==> src/rtl/inst_fetch_unit.sv <==
// Instruction fetch: owns the PC, keeps one imem request in flight, and hands each
// fetched word with its PC to decode over valid/ready. Execute redirects flush stale work.
module inst_fetch_unit #(
  parameter logic [31:0] RESET_PC = 32'h0000_0000,
  parameter logic [31:0] NOP_INST = 32'h0000_0013
) (
  input  logic        clk,
  input  logic        rst_n,
  output logic        imem_req_valid,
  input  logic        imem_req_ready,
  output logic [31:0] imem_addr,
  input  logic        imem_resp_valid,
  input  logic [31:0] imem_resp_data,
  output logic        inst_valid,
  input  logic        inst_ready,
  output logic [31:0] inst,
  output logic [31:0] inst_pc,
  input  logic        redirect_valid,
  input  logic [31:0] redirect_pc,
  output logic        fetch_err,
  output logic [31:0] inst_count
);

  typedef enum logic [1:0] {S_REQ, S_WAIT, S_HOLD, S_HALT} state_t;

  state_t      r_state;
  logic [31:0] r_pc;
  logic [31:0] r_inst;
  logic [31:0] r_inst_pc;
  logic [31:0] r_count;
  logic        r_drop;
  logic        r_iv;
  logic        r_err;

  logic w_accept;
  logic w_redir_bad;

  assign w_accept    = (r_state == S_REQ) && imem_req_ready;
  assign w_redir_bad = redirect_valid && (redirect_pc[1:0] != 2'b00);

  always_ff @(posedge clk) begin
    if (!rst_n) begin
      r_state   <= S_REQ;
      r_pc      <= RESET_PC;
      r_drop    <= 1'b0;
      r_iv      <= 1'b0;
      r_inst    <= NOP_INST;
      r_inst_pc <= 32'h0;
      r_err     <= 1'b0;
      r_count   <= 32'h0;
    end else if (r_state == S_HALT) begin
      // terminal until reset; redirects and responses are ignored
    end else if (w_redir_bad) begin
      r_state <= S_HALT;
      r_err   <= 1'b1;
      r_iv    <= 1'b0;
      r_inst  <= NOP_INST;
      r_drop  <= 1'b0;
    end else if (redirect_valid) begin
      r_pc   <= redirect_pc;
      r_iv   <= 1'b0;
      r_inst <= NOP_INST;
      case (r_state)
        S_REQ: if (w_accept) begin
          // request for the old address is already out; swallow its response
          r_state <= S_WAIT;
          r_drop  <= 1'b1;
        end
        S_WAIT: if (imem_resp_valid) begin
          r_state <= S_REQ;
          r_drop  <= 1'b0;
        end else begin
          r_drop  <= 1'b1;
        end
        S_HOLD:  r_state <= S_REQ;
        default: ;
      endcase
    end else begin
      case (r_state)
        S_REQ: if (w_accept) r_state <= S_WAIT;
        S_WAIT: if (imem_resp_valid) begin
          if (r_drop) begin
            r_drop  <= 1'b0;
            r_state <= S_REQ;
          end else begin
            r_inst    <= imem_resp_data;
            r_inst_pc <= r_pc;
            r_iv      <= 1'b1;
            r_pc      <= r_pc + 32'd4;
            r_state   <= S_HOLD;
          end
        end
        S_HOLD: if (inst_ready) begin
          r_iv    <= 1'b0;
          r_inst  <= NOP_INST;
          r_count <= r_count + 32'd1;
          r_state <= S_REQ;
        end
        default: ;
      endcase
    end
  end

  assign imem_req_valid = rst_n && (r_state == S_REQ);
  assign imem_addr      = r_pc;
  assign inst_valid     = r_iv;
  assign inst           = r_inst;
  assign inst_pc        = r_inst_pc;
  assign fetch_err      = r_err;
  assign inst_count     = r_count;

endmodule

==> config.mk <==
export PLATFORM = sky130hd
export DESIGN_NAME = inst_fetch_unit
export DESIGN_NICKNAME = d
export VERILOG_FILES = /design/src/rtl/inst_fetch_unit.sv
export SDC_FILE = /design/constraint.sdc
export NUM_CORES = 1
export LEC_CHECK = 0
export CORE_UTILIZATION = 43
export CTS_BUF_LIST = sky130_fd_sc_hd__clkbuf_2
export DETAILED_ROUTE_END_ITERATION = 8
export MAX_ROUTING_LAYER = met4
export PLACE_DENSITY = 0.85
export SLEW_MARGIN = 10
export SYNTH_ARGS = -nofsm -noshare
export SYNTH_HDL_FRONTEND = slang
export SYNTH_SLANG_ARGS = --single-unit
==> constraint.sdc <==
create_clock -name clk -period 2.3 [get_ports clk]
set_input_delay 0.345 -clock clk [delete_from_list [all_inputs] [get_ports clk]]
set_output_delay 0.345 -clock clk [all_outputs]
set_load 0.01 [all_outputs]
==> impl_results.md <==
* Outcome: finished, violations left
* Failing checks: setup timing
* Fin crit period at 2.35 ns
* Final ANT Viol Nets at 0
* Slew HR at between 60% and 70%
* Largest family of logic cells by synthesized area: simple AND/OR/NAND/NOR gates
* Post-layout util at between 60% and 70%
* Core Region at 13300 sq um
* Num ports at about 200
* Main area contributors after synthesis: dfxtp_1 (45%), nand2_1 (7.1%), a21oi_1 (5.8%), a22o_1 (4.9%), nor2_1 (2.9%)
* Vias in the first global route at between 5000 and 6000
* GRT Residual Overflow at 0
* Unrepaired setup endpoints after global routing: true
* CTS Sinks at ~130
* Register area share after synthesis at 44.9%
* Routed wire per std cell at between 15 and 20 um
* Req. time, crit path at ~3.0 ns
* Fin crit share at 102%
* Post-Synth Simple-Gate Area at about a quarter
* Leak pwr at approximately 0.0031 uW
* Yosys warns at 0
* Slew @ Worst Pin at roughly 0.50 ns
* Critical Path Start Type: flop
* Largest net degree at the start of global routing at 40
* Row count at 42
* Drt pass-1 iters at 5
* Post-Syn Area at 5930 sq um
* Synthesized flop and latch total at about 130
* Distinct cells, synth at 53
* Ratio of cells with drive above 1 in the final layout at 12.1%
* Final hold violations at 0
* CTS root buf: clkbuf_2
* ANT cells at 0
* Crit Path Class: flop to flop
* Overall Global Routing Usage at approximately a quarter
* Final setup margin at -0.0520 ns
* Max capacitance violation total at 0
* Post-synth EDFFs at 0
* Cell accounting for the most synthesized area: dfxtp_1
* Syn avg cell area at between 8 and 9 sq um
* Vias at approximately 6300
* Critical-path maximum fanout at 5
* Clock Pin Slew Worst Setup and Hold Paths at approximately 0.19 ns
* Iteration-0 DRC Markers at just over 500
* Post-placement cell count at ~1100
* Mux cell area share after synthesis at around 1.5%
* Most frequent cells in the layout: clkdlybuf4s50_1 (198), dfxtp_1 (123), nand2_1 (112)
* First-pass GRT wire length at 28100 um
* CTS Buf Count at 17
* Ys async rst share at 0%
* Routed vias/inst at about 5.5
* Syn-to-layout area delta at 47.7%
* Yosys top cell area share at 44.9%
* Initial antenna violation count at 0
* Worst min path class: primary input to flop
* CTS tree: built
* Synth Area in Compound Gates at between 10% and 20%
* Fmax at 0.425 GHz
* Post-Layout Cell Count at roughly 1100
* Final setup viols at 4
* Vert. Die Dim at 119 um
* H-tree depth at 4
* Primary FF master, synth: dfxtp_1
* Max-slew violations at 0
* VDD IR-drop max at ~330 uV
* Chip width at roughly 120 um
* Port bufs at 200
* Final layout net count at ~1000
* Gate Count Post-Synth at ~700
* RePlAce Congestion at 0.898
* Crit. End Element: flop
* Die area at roughly 14000 sq um
* Adder-Cell Fraction of Synth Area at around 1.7%
* Max Buffers Root-to-Sink at 2
* Layout Skew at between 0.02 and 0.025 ns
* DRT Wirelength at approximately 18000 um
* Initial core utilization at 44.5%
* DP HPWL at roughly 12000 um
* Residual DRC at 0
* Later-pin clock latency in the skew report at 0.72 ns
* Syn_nets at 793
* XOR/XNOR Fraction of Synth Area at 2.80%
* PwrDens at slightly below 600 nW/um^2
* Most common cell after layout, fill and taps aside: clkdlybuf4s50_1
* WP data arrival at about 3 ns
layout make-up:
type	count	area [sq um]
clock inverters	14	160
clock buffers	18	90.1
well taps	176	220
multi-input cells	521	3110
repair buffers	252	2440
flip-flops and latches	133	2680
inverters	18	67.6
fillers	1091	4580
sequential cells by signal, indices dropped and copies added, names as in the netlist:
name,flops
fetch_err,1
inst_pc,32
inst_valid,1
imem_addr,32
r_drop,1
r_state,2
inst,32
inst_count,32
stage by stage:
| step | setup slack [ns] | setup TNS [ns] | power (uW) | instance area (sq um) | hold slack [ns] |
|---|---|---|---|---|---|
| floorplan | 0.0245 | 0 | 3080 | 5970 | 0.478 |
| global placement | -0.174 | -0.967 | 3630 | 8440 | 0.432 |
| detailed placement | -0.208 | -1.40 | 3650 | 8440 | 0.442 |
| CTS | -0.00552 | -0.00552 | 5150 | 8710 | 0.0952 |
| global route | -0.124 | -0.655 | 5390 | 8770 | 0.0802 |
| finish | -0.0520 | -0.101 | 5130 | 8770 | 0.164 |
critical path: stages (launching register included):
cell and delay [ns]:
dfxtp_4 0.39, buf_6 0.12, ha_4 0.15, nand4bb_4 0.18
or3_4 0.40, or4_4 0.56, or3_1 0.36, a21oi_1 0.13
what timing repair did:
item | 4_1_cts | 5_1_grt
gates resized for setup | 6 | 15
hold buffers | 0 | 0
setup endpoints to repair | 1 | 17
pin swaps | 1 | 9
buffers inserted | 1 | 1
cloned | 0 | 1
final timing paths:
kind	start	end	slack, ns	cells after the start
max	r_state[1]	inst_count[29]	-0.05	7
min	imem_resp_data[0]	inst[0]	0.16	3
max reg2reg	r_state[1]	inst_count[29]	-0.05	7
min reg2reg	inst_pc[16]	inst_pc[16]	0.47	2
metal layers:
metal / part of all wire [%] / vias up / GRT usage, %
li1: - / 3044 / -
met1: 45 / 2916 / 33.1
met2: 46 / 259 / 37.1
met3: 6.8 / 43 / 6.47
met4: 2.9 / 0 / 9.53
met5: 0 / - / -
synthesized netlist by cell type (all sizes together) (2+ instances only):
| cell type | count |
|---|---|
| a211oi | 4 |
| a21oi | 69 |
| a22o | 33 |
| a22oi | 5 |
| a31oi | 10 |
| a32oi | 3 |
| a41oi | 2 |
| and2 | 5 |
| and3 | 18 |
| and4 | 6 |
| buf | 8 |
| clkbuf | 36 |
| dfxtp | 133 |
| ha | 8 |
| inv | 18 |
| mux2 | 6 |
| mux2i | 2 |
| nand2 | 112 |
| nand2b | 4 |
| nand3 | 32 |
| nand3b | 2 |
| nand4 | 21 |
| nor2 | 46 |
| nor3 | 9 |
| nor4 | 12 |
| o211ai | 11 |
| o21a | 3 |
| o21ai | 29 |
| o22ai | 3 |
| o31ai | 2 |
| or2 | 2 |
| or3 | 19 |
| or4 | 7 |
| xnor2 | 13 |
| xor2 | 6 |
cells by family after synthesis:
| family | count (synthesis) |
|---|---|
| AO/OA/AOI/OAI | 182 |
| XOR/XNOR | 19 |
| adder cells (fa/ha/maj) | 8 |
| buffers and inverters | 62 |
| flip-flops | 133 |
| multiplexers | 8 |
| AND/OR/NAND/NOR | 303 |
where the power goes:
part,internal (uW),leakage [uW],switching [uW]
Clock,600,0.000141,880
Sequential,2430,0.00108,111
Combinational,576,0.00187,525
Total,3610,0.00310,1510
Note: power is estimated with default switching activity, not from simulation.
==> RTL change 1: new RTL, same flow settings <==
Register the output `inst_count` once more, without a reset; this adds one clock of latency there. The other outputs are not delayed to match.
--- a/src/rtl/inst_fetch_unit.sv
+++ b/src/rtl/inst_fetch_unit.sv
@@ -109,3 +109,5 @@
   assign fetch_err      = r_err;
-  assign inst_count     = r_count;
+  always_ff @(posedge clk) begin
+    inst_count <= r_count;
+  end
 
Check against the original RTL: not equivalent (a bounded check fails within 4 cycles, from zero or initial values and one cycle with rst_n low).
==> RTL change 1 against the unedited design <==
The flow finishes with violations (DRC). Global-route usage is 0.38 points lower. Worst setup slack improved by 0.12 ns. Sequential cell count grew 32. Routed wire length up 5.8%. Hold slack lost 0.054 ns. Power is 9.5% higher. Sequential power grew 22%. Cell area increased by 5.5%. Utilization down 2.5 points. Area after synthesis grew 9.7%.
==> RTL change 1: results (changes against the unedited design) <==
[detailed_routing] number of DRC violations after detailed-routing iteration 0 712 [was 511]
[place] post-place setup slack -0.08943 ns [was -0.2083 ns]
[detailed_routing] Remaining DRCs 20 [was 0]
[detailed_routing] routed length on met1 8.132 mm [was 7.921 mm]
[detailed_routing] via density per instance 5.611 [was 5.532]
[run_status] violations in the final reports DRC [was setup timing]
[power_and_ir_drop] IR Drop Worst-Case VDD 0.0003778 V [was 0.0003349 V]
[logic_synthesis] gate count after technology mapping 750 [was 715]
[detailed_routing] total via count in the routed design 6526 [was 6262]
[clock_tree] clock-pin slew reported for the worst setup and hold paths after clock tree synthesis 0.24 ns [was 0.19 ns]
[timing] Tightest Pin Transition 0.5794 ns [was 0.4970 ns]
[clock_tree] cts bufs inserted 17 [unchanged]
[finish] share of post-route cells with drive strength above 1 11.64% [was 12.13%]
[global_routing] wire length of the first global-routing pass 30.10 mm [was 28.11 mm]
[logic_synthesis] top post-synthesis cells by area sky130_fd_sc_hd__dfxtp_1 51%, sky130_fd_sc_hd__nand2_1 6.2%, sky130_fd_sc_hd__a21oi_1 5.6% [was sky130_fd_sc_hd__dfxtp_1 45%, sky130_fd_sc_hd__nand2_1 7.1%, sky130_fd_sc_hd__a21oi_1 5.8%]
[logic_synthesis] Net Count, Synth 828 [was 793]
[run_status] status finished with violations [unchanged]
[clock_tree] clock latency reported for the late side of the worst-skew pair 0.77 ns [was 0.72 ns]
[setup_path] CP arrival 2.95 ns [was 3.01 ns]
[detailed_routing] routed length per placed instance 16.09 um [was 15.63 um]
[finish] number of nets at the end of the flow 1045 [was 1021]
[finish] antenna cells 0 [unchanged]
[power_and_ir_drop] cell-internal power 3.931 mW [was 3.611 mW]
[setup_path] maximum fanout encountered on the critical timing path 14 [was 5]
[timing] clock skew after layout 0.02482 ns [was 0.02267 ns]
[global_routing] vias in the first global route 6103 [was 5593]
[logic_synthesis] count of distinct cell types in the synthesized netlist 47 [was 53]
[global_routing] global-route total usage across every layer 24.84% [was 25.22%]
[place] RD Place Congestion 0.8697 [was 0.8978]
[place] Placed Instances 1130 [was 1097]
[power_and_ir_drop] static leakage 3.336 nW [was 3.096 nW]
[global_routing] largest net degree at the start of global routing 92 [was 40]
[detailed_routing] metal3 WL 1.347 mm [was 1.201 mm]
[detailed_routing] wire length on met2 8.628 mm [was 8.059 mm]
[logic_synthesis] ranking of synthesized cells by instance count 165 x sky130_fd_sc_hd__dfxtp_1, 108 x sky130_fd_sc_hd__nand2_1, 73 x sky130_fd_sc_hd__a21oi_1 [was 133 x sky130_fd_sc_hd__dfxtp_1, 112 x sky130_fd_sc_hd__nand2_1, 69 x sky130_fd_sc_hd__a21oi_1]
## RTL change 1: kinds of logic (layout without fill, tap and decap cells)
group | Yosys count | after routing | synth area share, %
adders and majority gates | 8 | 8 | 1.538
buffers and inverters | 70 | 299 | 4.151
DFF | 165 | 165 | 50.74
xor gates and xnor gates | 14 | 14 | 1.884
AOI/OAI and AO/OA | 198 | 198 | 19.57
muxes | 4 | 4 | 0.6151
and+or+nand+nor | 291 | 291 | 21.51
## RTL change 1: timing repair
action | 4_1_cts | 5_1_grt
hold buffers | 1 | 0
hold endpoints to repair | 1 | 0
buffers inserted | 1 | 0
endpoints found under the setup margin | 9 | 23
pin swaps | 0 | 1
resized for setup | 15 | 21
## RTL change 1: final cells by class
class / instances / area [sq um]
clock buffer: 18 / 90.09
clock inverter: 13 / 125.1
fill: 1209 / 5396
inverter: 21 / 78.83
multi-input combinational: 515 / 2985
sequential: 165 / 3332
tap: 184 / 230.2
timing repair buffer: 247 / 2406
## RTL change 1: worst paths after layout
| path | startpoint | slack [ns] | to | cells after the start |
|---|---|---|---|---|
| max | r_state[1] | 0.07 | r_count[31] | 7 |
| min | imem_resp_data[4] | 0.11 | inst[4] | 3 |
| max reg2reg | r_state[1] | 0.07 | r_count[31] | 7 |
| min reg2reg | r_count[26] | 0.38 | inst_count[26] | 0 |
## RTL change 1: per-layer routing
layer | global-route usage [%] | vias to the layer above
li1 | - | 3119
met1 | 31.05 | 3068
met2 | 37.86 | 292
met3 | 6.162 | 47
met4 | 11.26 | 0
met5 | - | -
## RTL change 1: through the flow
| stage | cell area [sq um] | total power [mW] |
|---|---|---|
| after floorplan | 6510 | 3.596 |
| after global placement | 8952 | 4.134 |
| after detailed placement | 8952 | 4.153 |
| after CTS | 9205 | 5.611 |
| after global routing | 9248 | 5.877 |
| final | 9248 | 5.615 |
## RTL change 1: power groups by stage
| stage | clock, mW | combinational (mW) | sequential, mW |
|---|---|---|---|
| floorplan | 0 | 0.422 | 3.17 |
| global placement | 0 | 0.999 | 3.13 |
| detailed placement | 0 | 1.02 | 3.14 |
| CTS | 1.50 | 1.03 | 3.08 |
| global route | 1.63 | 1.14 | 3.11 |
| finish | 1.46 | 1.06 | 3.09 |
## RTL change 1: critical path: stages (launching register included)
cell                       delay [ns]
sky130_fd_sc_hd__dfxtp_2         0.38
sky130_fd_sc_hd__buf_4           0.15
sky130_fd_sc_hd__ha_1            0.20
sky130_fd_sc_hd__and4bb_2        0.36
sky130_fd_sc_hd__nand3_1         0.09
sky130_fd_sc_hd__or4_4           0.50
sky130_fd_sc_hd__or3_1           0.38
sky130_fd_sc_hd__a21oi_1         0.14
==> RTL change 2: new RTL, config.mk and constraints unchanged <==
Made on the original files. The parameter `NOP_INST` goes from 32'h0000_0013 to 32'h00000009.
--- a/src/rtl/inst_fetch_unit.sv
+++ b/src/rtl/inst_fetch_unit.sv
@@ -4,3 +4,3 @@
   parameter logic [31:0] RESET_PC = 32'h0000_0000,
-  parameter logic [31:0] NOP_INST = 32'h0000_0013
+  parameter logic [31:0] NOP_INST = 32'h00000009
 ) (
Function: changed (Yosys sat finds a counterexample within 4 cycles, from zero or initial values and one cycle with rst_n low).
==> RTL change 2 against the unedited design <==
Area after synthesis up 4.6%. Via count grew 6.7%. Worst setup slack improved by 0.13 ns. Cell area grew 1.4%. Routed wire length rose by 9.6%. Sequential cell count is the same. Synthesized cell count is 3.1% higher. Power up 2.6%. Critical path type is now reg -> out. Largest cell class unchanged. Largest power group unchanged.
==> RTL change 2: results (changes against the unedited design) <==
[run_status] status completed [was finished with violations]
[place] instance area after placement 8588 sq um [was 8439 sq um]
[power_and_ir_drop] static leakage 3.126 nW [was 3.096 nW]
[logic_synthesis] ranking of synthesized cells by instance count 133 x sky130_fd_sc_hd__dfxtp_1, 101 x sky130_fd_sc_hd__nand2_1, 72 x sky130_fd_sc_hd__a21oi_1 [was 133 x sky130_fd_sc_hd__dfxtp_1, 112 x sky130_fd_sc_hd__nand2_1, 69 x sky130_fd_sc_hd__a21oi_1]
[logic_synthesis] share of the synthesized area in the top cell type 42.90% [was 44.88%]
[logic_synthesis] portion of the post-synthesis area used by sequential elements 42.90% [was 44.88%]
[timing] relative slew slack 61.27% [was 66.86%]
[setup_path] worst setup slack for register-to-register paths 0.14 ns [was -0.05 ns]
[logic_synthesis] xor/xnor share of the synthesized area 1.129% [was 2.805%]
[power_and_ir_drop] power dissipated in the clock network 1.60 mW [was 1.48 mW]
[power_and_ir_drop] Power Density 592.1 nW/um^2 [was 584.7 nW/um^2]
[global_routing] largest net degree at the start of global routing 81 [was 40]
[place] placed wire-length estimate after detailed placement 13.71 mm [was 12.38 mm]
[logic_synthesis] Net Count, Synth 815 [was 793]
[setup_path] capture instance of the worst register-to-register path imem_addr[6] [was inst_count[29]]
[finish] share of post-route cells with drive strength above 1 10.34% [was 12.13%]
[detailed_routing] number of detailed-routing iterations run before antenna repair 7 [was 5]
[global_routing] vias in the first global route 5773 [was 5593]
[place] Placed Instances 1104 [was 1097]
[setup_path] Worst path max stage delay 0.61 ns [was 0.56 ns]
[global_routing] initial antenna violation count 1 [was 0]
[detailed_routing] number of DRC violations after detailed-routing iteration 0 705 [was 511]
[finish] Area growth, synth to finish 43.17% [was 47.74%]
[logic_synthesis] count of distinct cell types in the synthesized netlist 69 [was 53]
[finish] number of nets at the end of the flow 1022 [was 1021]
[timing] Final Hold Slack 0.1507 ns [was 0.1639 ns]
[clock_tree] CTS resizes 5 [was 6]
[setup_path] crit-path leading delay family buffers and inverters [was simple AND/OR/NAND/NOR gates]
[power_and_ir_drop] sw power 1.561 mW [was 1.515 mW]
[detailed_routing] total via count in the routed design 6683 [was 6262]
[global_routing] global-route total usage across every layer 26.59% [was 25.22%]
[setup_path] CP arrival 1.87 ns [was 3.01 ns]
[global_routing] wire length of the first global-routing pass 30.06 mm [was 28.11 mm]
[logic_synthesis] share of the synthesized area in compound gates (AO/OA/AOI/OAI) 24.17% [was 19.59%]
[setup_path] worst flop-to-flop path startpoint r_state[0] [was r_state[1]]
[setup_path] maximum fanout encountered on the critical timing path 7 [was 5]
[finish] final-layout fill cell count 1185 [was 1091]
[setup_path] master of the slowest instance on the critical path sky130_fd_sc_hd__clkdlybuf4s50_1 [was sky130_fd_sc_hd__or4_4]
[logic_synthesis] portion of netlist area occupied by mux cells 0.8468% [was 1.476%]
==> RTL change 2: worst min path at each step <==
stage | start | to | cells after the start
2_1_floorplan | imem_resp_data[31] | inst[31] | 1
3_3_place_gp | inst_valid | inst_valid | 1
3_5_place_dp | inst_valid | inst_valid | 1
4_1_cts | imem_resp_data[3] | inst[3] | 3
5_1_grt | imem_resp_data[0] | inst[0] | 3
6_report | imem_resp_data[3] | inst[3] | 3
==> RTL change 2: final cells by class <==
| cell class | instances | area share [%] |
|---|---|---|
| well taps | 180 | 2.535 |
| inverters | 24 | 1.014 |
| multi-input cells | 520 | 36.30 |
| flip-flops and latches | 133 | 30.14 |
| clock inverters | 15 | 2.098 |
| repair buffers | 248 | 26.93 |
| clock buffers | 17 | 0.9576 |
| diodes | 1 | 0.02817 |
==> RTL change 2: per-layer routing <==
metal	vias to the layer above	share of wire (%)	global-route usage (%)
met2	315	47	39.27
li1	3178	-	-
met3	25	8.1	5.899
met1	3165	43	35.67
met4	0	1.8	9.070
met5	-	0	-
